--- config.mk ---
export PLATFORM = sky130hd
export DESIGN_NAME = exp2_pwl_eval
export DESIGN_NICKNAME = d
export VERILOG_FILES = /design/src/rtl/exp2_pwl_eval_pkg.sv /design/src/rtl/exp2_pwl_eval_pipe_stage_ctl.sv /design/src/rtl/exp2_pwl_eval.sv
export SDC_FILE = /design/constraint.sdc
export NUM_CORES = 1
export LEC_CHECK = 0
export ABC_CLOCK_PERIOD_IN_PS = 3460
export CORE_MARGIN = 2
export CORE_UTILIZATION = 56
export CTS_CLUSTER_SIZE = 20
export DETAILED_ROUTE_END_ITERATION = 16
export DONT_BUFFER_PORTS = 1
export GPL_TIMING_DRIVEN = 1
export PLACE_DENSITY = 0.74
export SLEW_MARGIN = 15
export SYNTH_ARGS = -nofsm -noshare
export SYNTH_HDL_FRONTEND = slang
export SYNTH_SLANG_ARGS = --single-unit
export TNS_END_PERCENT = 100
--- constraint.sdc ---
create_clock -name clk -period 3.46 [get_ports clk]
set_clock_uncertainty 0.05 [all_clocks]
set_input_delay 0.346 -clock clk [delete_from_list [all_inputs] [get_ports clk]]
set_output_delay 0.346 -clock clk [all_outputs]
set_load 0.005 [all_outputs]
--- src/rtl/exp2_pwl_eval_pkg.sv ---
// Fixed-point config and stage payloads for the softmax exp2 evaluator.
// Q8.10 data, 5-bit shift, saturating add.
package exp2_pwl_eval_pkg;

  localparam int FRAC_W = 10;
  localparam int INT_W  = 8;
  localparam int DATA_W = INT_W + FRAC_W;
  localparam int U_W    = 5;
  localparam int PROD_W = DATA_W + FRAC_W;

  localparam logic [DATA_W-1:0] SAT_VAL = {DATA_W{1'b1}};

  typedef struct packed {
    logic [PROD_W-1:0] p;
    logic [U_W-1:0]    u;
    logic [DATA_W-1:0] b;
    logic              last;
  } s1_t;

  typedef struct packed {
    logic [DATA_W-1:0] sum;
    logic [U_W-1:0]    u;
    logic              last;
  } s2_t;

  typedef struct packed {
    logic [DATA_W-1:0] y;
    logic              last;
  } s3_t;

endpackage

--- src/rtl/exp2_pwl_eval_pipe_stage_ctl.sv ---
// One elastic pipeline register: valid bit plus payload.
// Loads when empty or when its beat moves on this cycle.
module pipe_stage_ctl #(
  parameter int W = 1
) (
  input  logic         clk,
  input  logic         rst_n,
  input  logic         up_valid,
  input  logic [W-1:0] up_data,
  input  logic         dn_adv,
  output logic         valid,
  output logic [W-1:0] data,
  output logic         adv
);

  assign adv = ~valid | dn_adv;

  // capture upstream beat, or clear to a bubble, on advance
  always_ff @(posedge clk or negedge rst_n) begin
    if (!rst_n) begin
      valid <= 1'b0;
      data  <= '0;
    end else if (adv) begin
      valid <= up_valid;
      if (up_valid) data <= up_data;
    end
  end

endmodule

--- src/rtl/exp2_pwl_eval.sv ---
// Three-stage evaluator of 2^-(u+v) ~= (k*v + b) >> u.
// S1 multiply, S2 saturating add, S3 shift.
module exp2_pwl_eval
  import exp2_pwl_eval_pkg::*;
(
  input  logic              clk,
  input  logic              rst_n,
  input  logic              in_valid,
  output logic              in_ready,
  input  logic [U_W-1:0]    in_u,
  input  logic [FRAC_W-1:0] in_v,
  input  logic [DATA_W-1:0] in_k,
  input  logic [DATA_W-1:0] in_b,
  input  logic              in_last,
  output logic              out_valid,
  input  logic              out_ready,
  output logic [DATA_W-1:0] out_y,
  output logic              out_last
);

  s1_t s1_d, s1_q;
  s2_t s2_d, s2_q;
  s3_t s3_d, s3_q;

  logic s1_valid, s2_valid, s3_valid;
  logic adv1, adv2, adv3;

  logic [DATA_W-1:0] t;
  logic [DATA_W:0]   sum;
  logic              unused_lsb;

  // S1 input: full-precision product
  always_comb begin
    s1_d      = '0;
    s1_d.p    = PROD_W'(in_k) * PROD_W'(in_v);
    s1_d.u    = in_u;
    s1_d.b    = in_b;
    s1_d.last = in_last;
  end

  // S2 input: truncate product, add intercept, saturate on carry
  always_comb begin
    t         = s1_q.p[PROD_W-1:FRAC_W];
    sum       = {1'b0, t} + {1'b0, s1_q.b};
    s2_d      = '0;
    s2_d.sum  = sum[DATA_W] ? SAT_VAL : sum[DATA_W-1:0];
    s2_d.u    = s1_q.u;
    s2_d.last = s1_q.last;
  end

  // S3 input: logical right shift, zero once every bit is shifted out
  always_comb begin
    s3_d      = '0;
    s3_d.y    = (s2_q.u >= U_W'(DATA_W)) ? '0 : (s2_q.sum >> s2_q.u);
    s3_d.last = s2_q.last;
  end

  assign unused_lsb = ^s1_q.p[FRAC_W-1:0];

  pipe_stage_ctl #(.W($bits(s1_t))) u_s1 (
    .clk      (clk),
    .rst_n    (rst_n),
    .up_valid (in_valid),
    .up_data  (s1_d),
    .dn_adv   (adv2),
    .valid    (s1_valid),
    .data     (s1_q),
    .adv      (adv1)
  );

  pipe_stage_ctl #(.W($bits(s2_t))) u_s2 (
    .clk      (clk),
    .rst_n    (rst_n),
    .up_valid (s1_valid),
    .up_data  (s2_d),
    .dn_adv   (adv3),
    .valid    (s2_valid),
    .data     (s2_q),
    .adv      (adv2)
  );

  pipe_stage_ctl #(.W($bits(s3_t))) u_s3 (
    .clk      (clk),
    .rst_n    (rst_n),
    .up_valid (s2_valid),
    .up_data  (s3_d),
    .dn_adv   (out_ready),
    .valid    (s3_valid),
    .data     (s3_q),
    .adv      (adv3)
  );

  assign in_ready  = adv1;
  assign out_valid = s3_valid;
  assign out_y     = s3_q.y;
  assign out_last  = s3_q.last;

endmodule

# == Word level (Yosys, flattened, before mapping) ==
# Cells that the tools add are included.
# word_totals
out_inout_bits,21
regBits,98
elab_cells,21
# op_classes
reduce_logical,3
add_sub_neg,1
n_lt_le_gt_ge,1
n_bitwise,6
muxes,2
n_shift,1
mul,1
# ops
op,n
$mux W18,2
$mul A18 B10 Y28,1
$add A18 B18 Y19,1
$shr A18 B5 Y18,1
$reduce_and A2 Y1,3
$ge A5 B5 Y1 const B,1
$not A1 Y1,3
$or A1 B1 Y1,3

# == Longest topological paths before layout ==
# Gate-level depths: netlist (run 1).
# depth
ltp_word,5
depth_mapped,21

# == Hierarchy ==
# Synthesis (run 1) repeated with hierarchy kept, for this count alone.
# hier_totals
cells_unflattened,1148
hier_area_um2,11542.3
# by_module_without_submodules
module,n_inst,area_per_inst_um2,seq_area_each_um2,cells_per_inst
exp2_pwl_eval,1,7517.2,0.0,938
pipe_stage_ctl (u_s1),1,2187.1,1326.3,113
pipe_stage_ctl (u_s2),1,1043.5,625.6,54
pipe_stage_ctl (u_s3),1,794.5,500.5,43

# == Worst setup path after synthesis (run 1) ==
# OpenSTA, ideal clock, no wires.
# synth_timing
path_type,input port to flip-flop
from,in in_v[2]
to,reg u_s1.data[51]
slack_ps,-2036
cell_stages,19
n_path_buf,2
setup_time_ps,71
required_ps,3339
t_arrival_ps,5375
path_cell_list,clkbuf_1 > clkbuf_1 > nand2_1 > fa_1 > inv_1 > fa_1 > fa_1 > fa_1 > inv_1 > fa_1 > inv_1 > ha_1 > a211o_1 > or3_1 > o31ai_1 > a211oi_2 > a31o_1 > or4_1 > nand4_1
# synth_between
elab_chain_len,1
# synth_rtl
item,line_no,rtl
"start, declared",exp2_pwl_eval.sv:11,"input logic [FRAC_W-1:0] in_v,"
$mul A18 B10 Y28,exp2_pwl_eval.sv:35,s1_d.p = PROD_W'(in_k) * PROD_W'(in_v);
"end signal, assigned",exp2_pwl_eval_pipe_stage_ctl.sv:25,if (up_valid) data <= up_data;
"end, declared",exp2_pwl_eval_pipe_stage_ctl.sv:12,"output logic [W-1:0] data,"
# No other way between the ends.
# A chain may end at the register's enable or synchronous reset.

# == Worst setup path in the final report (run 1) ==
# layout_timing
from,in in_v[4]
to,reg u_s1.data[46]
# The elaborated chain is that of the path after synthesis.

==> flow_summary.ini, run 1 <==
[outcome]
outcome = complete, but fails checks
violations = negative setup slack

[worst_setup_path]
end_kind = flip-flop
cp_max_fo = 18
worstReg2RegStart = u_s1.data[34]
critPathKind = input pin to flip-flop
cp-startpoint = in_v[4]
crit_arrival_ps = 4920
cp-start-kind = input pin
critical_path_required_ps = 3690

[routing]
post_drt_wl_per_cell_um = 16.6
drtIter0Drc = 546
routed_wl_mm = 22.7
drtPass1Iterations = 4
ant_nets = 0
avgViaCountPerCell = 5.72
drc = 0
vias = 7839

[clock_network]
clock-sinks = 88
clockBufferDepth = 2
path_clk_slew_ps = 60
cts_buffers = 9
cts_tree = built
cts.htree.levels = 3
clock-root-buffer = clkbuf_16
clkLatencyLatePin_ps = 340

[logic_synthesis]
yosysSeqAreaShare = 0.216
netlist_area_um2 = 10200
synthDistinctLibCells = 60
synth_compound_area_frac = 0.116
syn_area_per_cell_um2 = 9.15
synth-adder-area-share = 0.344
synth_top_family_by_area = adder cells
synth.area.mux_share = 0.0516
yosys.area_share.simple = 0.187
synth_nets = 1378
synth-xor-area-share = 0.0206
ys.flop_type = dfrtp_1
postSynthCellCount = 1117
synth_edf_count = 0
yosysWarnings = 0
postSynth.asyncResetShare = 1.00
synth.ff_latch_count = 88

[placement]
place_area_um2 = 10800
gp_congestion = 0.844
hpwl_mm = 17.4
port_buffers = 0

[sta]
rsz0062_at_grt = true
slew_headroom = 0.331
slew_violations = 0
max_freq_mhz = 213
tightestPinTransition_ps = 1000
min_period_ps = 4690
final_hold_viol_count = 0
setup_viol = 18
setup_ws_ps = -1230
finalCritPeriodShare = 1.35

[min_path]
hold_class = input pin to flip-flop
worstHoldStart = in_b[14]

[finish]
final_cell_area_um2 = 11300
fin_nets = 1397
syn_to_final_growth_pct = 10.9
antenna_cells = 0
drive_above_1_share = 0.117

[power_and_ir_drop]
power_density_nw_per_um2 = 1020
power.total_mw = 11.5
irDropWorstVdd_mv = 0.822
p_leak_nw = 5.60

[global_routing]
antenna_found_initial = 0
grt_usage = 0.246
grt_max_degree = 89
grt_pass1_wl_mm = 38.9
overflow = 0
grt_pass1_vias = 8260

[run]
cap_violations = 0

[floorplanning]
rows = 49
dieArea_um2 = 19300
dieWidth_um = 139
core-area_um2 = 17900
pin_count = 77
die_y_um = 139
initial_core_util = 0.571
routing by layer:
metal,share of wire,track usage
met2,0.49,0.411
met3,0.044,0.0363
met4,0.020,0.0712
met1,0.45,0.338
met5,0,0
power breakdown:
group	leakage, nW	switching, mW	internal (mW)
Sequential	1.06	0.358	1.41
Clock	0.159	0.395	0.673
Combinational	4.38	4.26	4.42
critical path, stage by stage:
cell      delay, ps
and2_4          140
fa_1            540
inv_2            40
fa_1            550
inv_2            40
fa_1            450
fa_1            510
fa_1            450
ha_4            320
nand2_4          70
o31ai_4         300
a221oi_4        140
o21ai_2         260
a31oi_2         160
or4b_1          520
nand3_1          80
layout make-up:
type / instances / area [um^2]
tap: 229 / 287
clock inverter: 4 / 76.3
clock buffer: 12 / 256
fill: 1502 / 6570
inverter: 118 / 443
sequential: 88 / 2200
multi-input combinational: 852 / 7530
timing repair buffer: 67 / 529
per-stage QoR:
step	hold WS [ps]	std cells	TNS, ps	setup slack [ps]	util
floorplan	0.409	1117	-23390	-1640	-
finish	55.6	1370	-19170	-1230	0.633
global placement	3.43	1345	-24830	-1590	0.604
CTS	45.2	1366	-18820	-1200	0.629
detailed placement	2.45	1345	-25580	-1630	0.604
global route	63.6	1370	-21740	-1370	0.633
synthesized netlist by cell type (all sizes together) (4+ instances only):
cell type / n / area (um^2)
a211o: 5 / 43.8
a211oi: 6 / 55.1
a21o: 16 / 120
a21oi: 44 / 231
a22o: 6 / 52.6
a31oi: 9 / 56.3
and2: 94 / 588
buf: 7 / 32.5
clkbuf: 52 / 195
dfrtp: 88 / 2200
fa: 126 / 2520
ha: 79 / 988
inv: 118 / 443
mux2: 13 / 146
mux2i: 29 / 290
mux4: 4 / 90.1
nand2: 202 / 758
nand2b: 9 / 56.3
nand3: 13 / 65.1
nand4: 9 / 56.3
nor2: 39 / 146
nor2b: 11 / 68.8
o21ai: 44 / 228
o22a: 16 / 140
o22ai: 4 / 25.0
o31ai: 5 / 42.5
xnor2: 12 / 105
xor2: 12 / 105
placed cells by master (no fill, tap or decap), types with 4 or more instances in the layout:
cell | netlist | layout
xnor2_1 | 12 | 11
and2_1 | 94 | 92
nand2_1 | 202 | 197
a31oi_1 | 9 | 7
a22o_1 | 6 | 6
o22ai_1 | 4 | 4
fa_1 | 126 | 125
xor2_1 | 12 | 12
mux2_2 | 13 | 13
a21oi_1 | 43 | 42
ha_4 | 0 | 4
clkbuf_16 | 0 | 9
o22a_1 | 16 | 16
o21ai_0 | 41 | 31
nor2b_1 | 11 | 10
ha_1 | 79 | 75
dfrtp_1 | 88 | 88
buf_4 | 0 | 64
o21ai_1 | 1 | 10
inv_1 | 118 | 116
a21o_1 | 16 | 16
nand3_1 | 13 | 12
nand4_1 | 9 | 9
mux2i_1 | 29 | 29
nand2b_1 | 9 | 9
mux4_2 | 4 | 4
nor2_1 | 39 | 39
a211o_1 | 5 | 5
final timing paths:
check                           endpoint  slack (ps)  cells past startpoint
hold reg to reg            u_s1.data[19]         420                      2
setup reg to reg           u_s2.data[18]         580                     10
max in group asynchronous   u_s2.data[0]        2500                      2
setup / recovery           u_s1.data[46]       -1230                     16
hold / removal             u_s1.data[15]          60                      2
min in group asynchronous   u_s1.data[0]         510                      2
state kept, by name, summed over array words and instances, names as in the netlist:
register    count
u_s1.data      42
u_s2.data      24
u_s3.data      19
u_s1.valid      1
u_s2.valid      1
u_s3.valid      1
cells by family after synthesis:
family,count (synthesis)
mux,46
buf+inv,177
compound gates,176
fa+ha+maj,205
simple gates,401
xor+xnor,24
flops,88
what timing repair did:
item                       in CTS  in global routing
setup buffers                   3                  4
gates resized for setup        12                 10
pin swaps                      11                  6
hold buffers                    2                  0
hold endpoints to repair       88                  0
setup endpoints to repair      18                 18
Note: power is estimated with default switching activity, not from simulation.
==> inputs of run 2 (changes only) <==
--- a/config.mk
+++ b/config.mk
@@ -7,12 +7,12 @@
 export LEC_CHECK = 0
 export ABC_CLOCK_PERIOD_IN_PS = 3460
 export CORE_MARGIN = 2
-export CORE_UTILIZATION = 56
+export CORE_UTILIZATION = 60
 export CTS_CLUSTER_SIZE = 20
 export DETAILED_ROUTE_END_ITERATION = 16
 export DONT_BUFFER_PORTS = 1
 export GPL_TIMING_DRIVEN = 1
-export PLACE_DENSITY = 0.74
+export PLACE_DENSITY = 0.79
 export SLEW_MARGIN = 15
 export SYNTH_ARGS = -nofsm -noshare
 export SYNTH_HDL_FRONTEND = slang
==> flow_summary.ini, run 2 (synthesis results as in run 1) <==
[worst_setup_path]
crit_chain = and2_4, fa_1, inv_2, fa_1, inv_2, fa_1, fa_1, fa_1, ha_4, a21oi_4, o31ai_4, a221oi_4, a211oi_4, a31o_1, or4_4, nand4_1
critPathKind = input pin to flip-flop
worstReg2RegStart = u_s1.data[1]
crit_path_max_incr_delay_ps = 540
cp_max_fo = 18
path_buf_inv = 2
cp-startpoint = in_v[4]
crit_arrival_ps = 5000
ff2ff_path_depth = 10
r2r_slack_ps = 660
slowest_stage = fa_1
critical_path_required_ps = 3690
end_kind = flip-flop
critical-path-top-delay-family = adder cells
cp-start-kind = input pin
cp_common_cell = fa_1
r2r_end = u_s2.data[20]

[sta]
setup_ws_ps = -1320
final_hold_viol_count = 0
max_freq_mhz = 209
tightestPinTransition_ps = 893
setup_viol = 18
rsz0062_at_grt = true
slew_headroom = 0.405
slew_violations = 0
whs_ps = 60.1
setup_tns_ps = -20550
min_period_ps = 4780
finalCritPeriodShare = 1.38

[finish]
fin_nets = 1398
utilization = 0.677
syn_to_final_growth_pct = 10.3
top_register = u_s1.data
final_cell_area_um2 = 11300
final_common_cell = nand2_1
antenna_cells = 0
layout_common_cells = 197 x nand2_1, 125 x fa_1, 116 x inv_1, 93 x and2_1, 88 x dfrtp_1
reg_top3 = u_s1.data: 42 flops, u_s2.data: 24 flops, u_s3.data: 19 flops
largest_register_ffs = 42
drive_above_1_share = 0.115

[power_and_ir_drop]
power.total_mw = 11.4
irDropWorstVdd_mv = 0.835
power_density_nw_per_um2 = 1010
p_leak_nw = 5.58

[global_routing]
met2_usage = 0.441
grt_busiest_layer = met2
overflow = 0
grt_pass1_wl_mm = 38.9
grt_pass1_vias = 8111
met3_usage = 0.0473
grtUsageMet1 = 0.375
grt_usage = 0.268
antenna_found_initial = 0
grt_max_degree = 89

[clock_network]
cts_buffers = 9
clkLatencyLatePin_ps = 340
clockBufferDepth = 2
clock-sinks = 88
path_clk_slew_ps = 60
clock-root-buffer = clkbuf_16
cts_tree = built
cts.htree.levels = 3

[outcome]
outcome = complete, but fails checks
violations = negative setup slack

[placement]
gp_congestion = 0.865
hpwl_mm = 17.2
port_buffers = 0
place_area_um2 = 10800

[routing]
avgViaCountPerCell = 5.87
vias = 7994
routed_wl_mm = 22.7
ant_nets = 0
drtIter0Drc = 548
drc = 0
drtPass1Iterations = 5
post_drt_wl_per_cell_um = 16.7

[min_path]
worstHoldStart = in_b[9]
hold_path_end = u_s1.data[10]
holdPathStages = 2
hold_class = input pin to flip-flop

[floorplanning]
die_y_um = 134
core-area_um2 = 16600
rows = 47
initial_core_util = 0.614
pin_count = 77
dieArea_um2 = 18100
dieWidth_um = 134

[run]
cap_violations = 0
==> run 2: cell count changes in the layout (fill, tap and decap cells not counted), sizes merged <==
cell    previous run  this run
bufinv             2         1
buf               66        67
==> run 2: final cells by class <==
| cell class | count | area (um^2) |
|---|---|---|
| fill | 1295 | 5370 |
| tap | 220 | 275 |
| timing repair buffer | 68 | 544 |
| multi-input combinational | 852 | 7520 |
| inverter | 118 | 443 |
| clock buffer | 12 | 246 |
| clock inverter | 3 | 42.5 |
| sequential | 88 | 2200 |
==> run 2: timing repair <==
action | 4_1_cts | 5_1_grt
cloned | 0 | 0
hold buffers | 2 | 0
pin swaps | 8 | 8
setup buffers | 4 | 5
resized for setup | 7 | 15
endpoints found under the hold margin | 88 | 0
endpoints found under the setup margin | 18 | 18
==> run 2: power by group <==
part	internal (mW)	total, mW	switching (mW)	leakage [nW]
Clock	0.575	0.964	0.389	0.139
Sequential	1.41	1.75	0.337	1.06
Combinational	4.38	8.69	4.31	4.39
==> run 2: per-layer routing <==
layer  part of all wire  vias to the layer above
li1                   -                     3708
met1               0.43                     3998
met2               0.50                      252
met3              0.055                       36
met4              0.017                        0
met5                  0                        -
==> run 2: how the worst max path moves through the flow <==
stage | endpoint | slack (ps) | depth (start not counted)
2_1_floorplan | u_s1.data[51] | -1640 | 17
3_3_place_gp | u_s1.data[51] | -1580 | 16
3_5_place_dp | u_s1.data[51] | -1640 | 16
4_1_cts | u_s1.data[46] | -1230 | 17
5_1_grt | u_s1.data[51] | -1450 | 16
6_report | u_s1.data[51] | -1320 | 16
==> run 2: through the flow <==
stage,worst slack (ps),std cells
2_1_floorplan,-1640,1117
3_3_place_gp,-1580,1336
3_5_place_dp,-1640,1336
4_1_cts,-1230,1357
5_1_grt,-1450,1361
6_report,-1320,1361
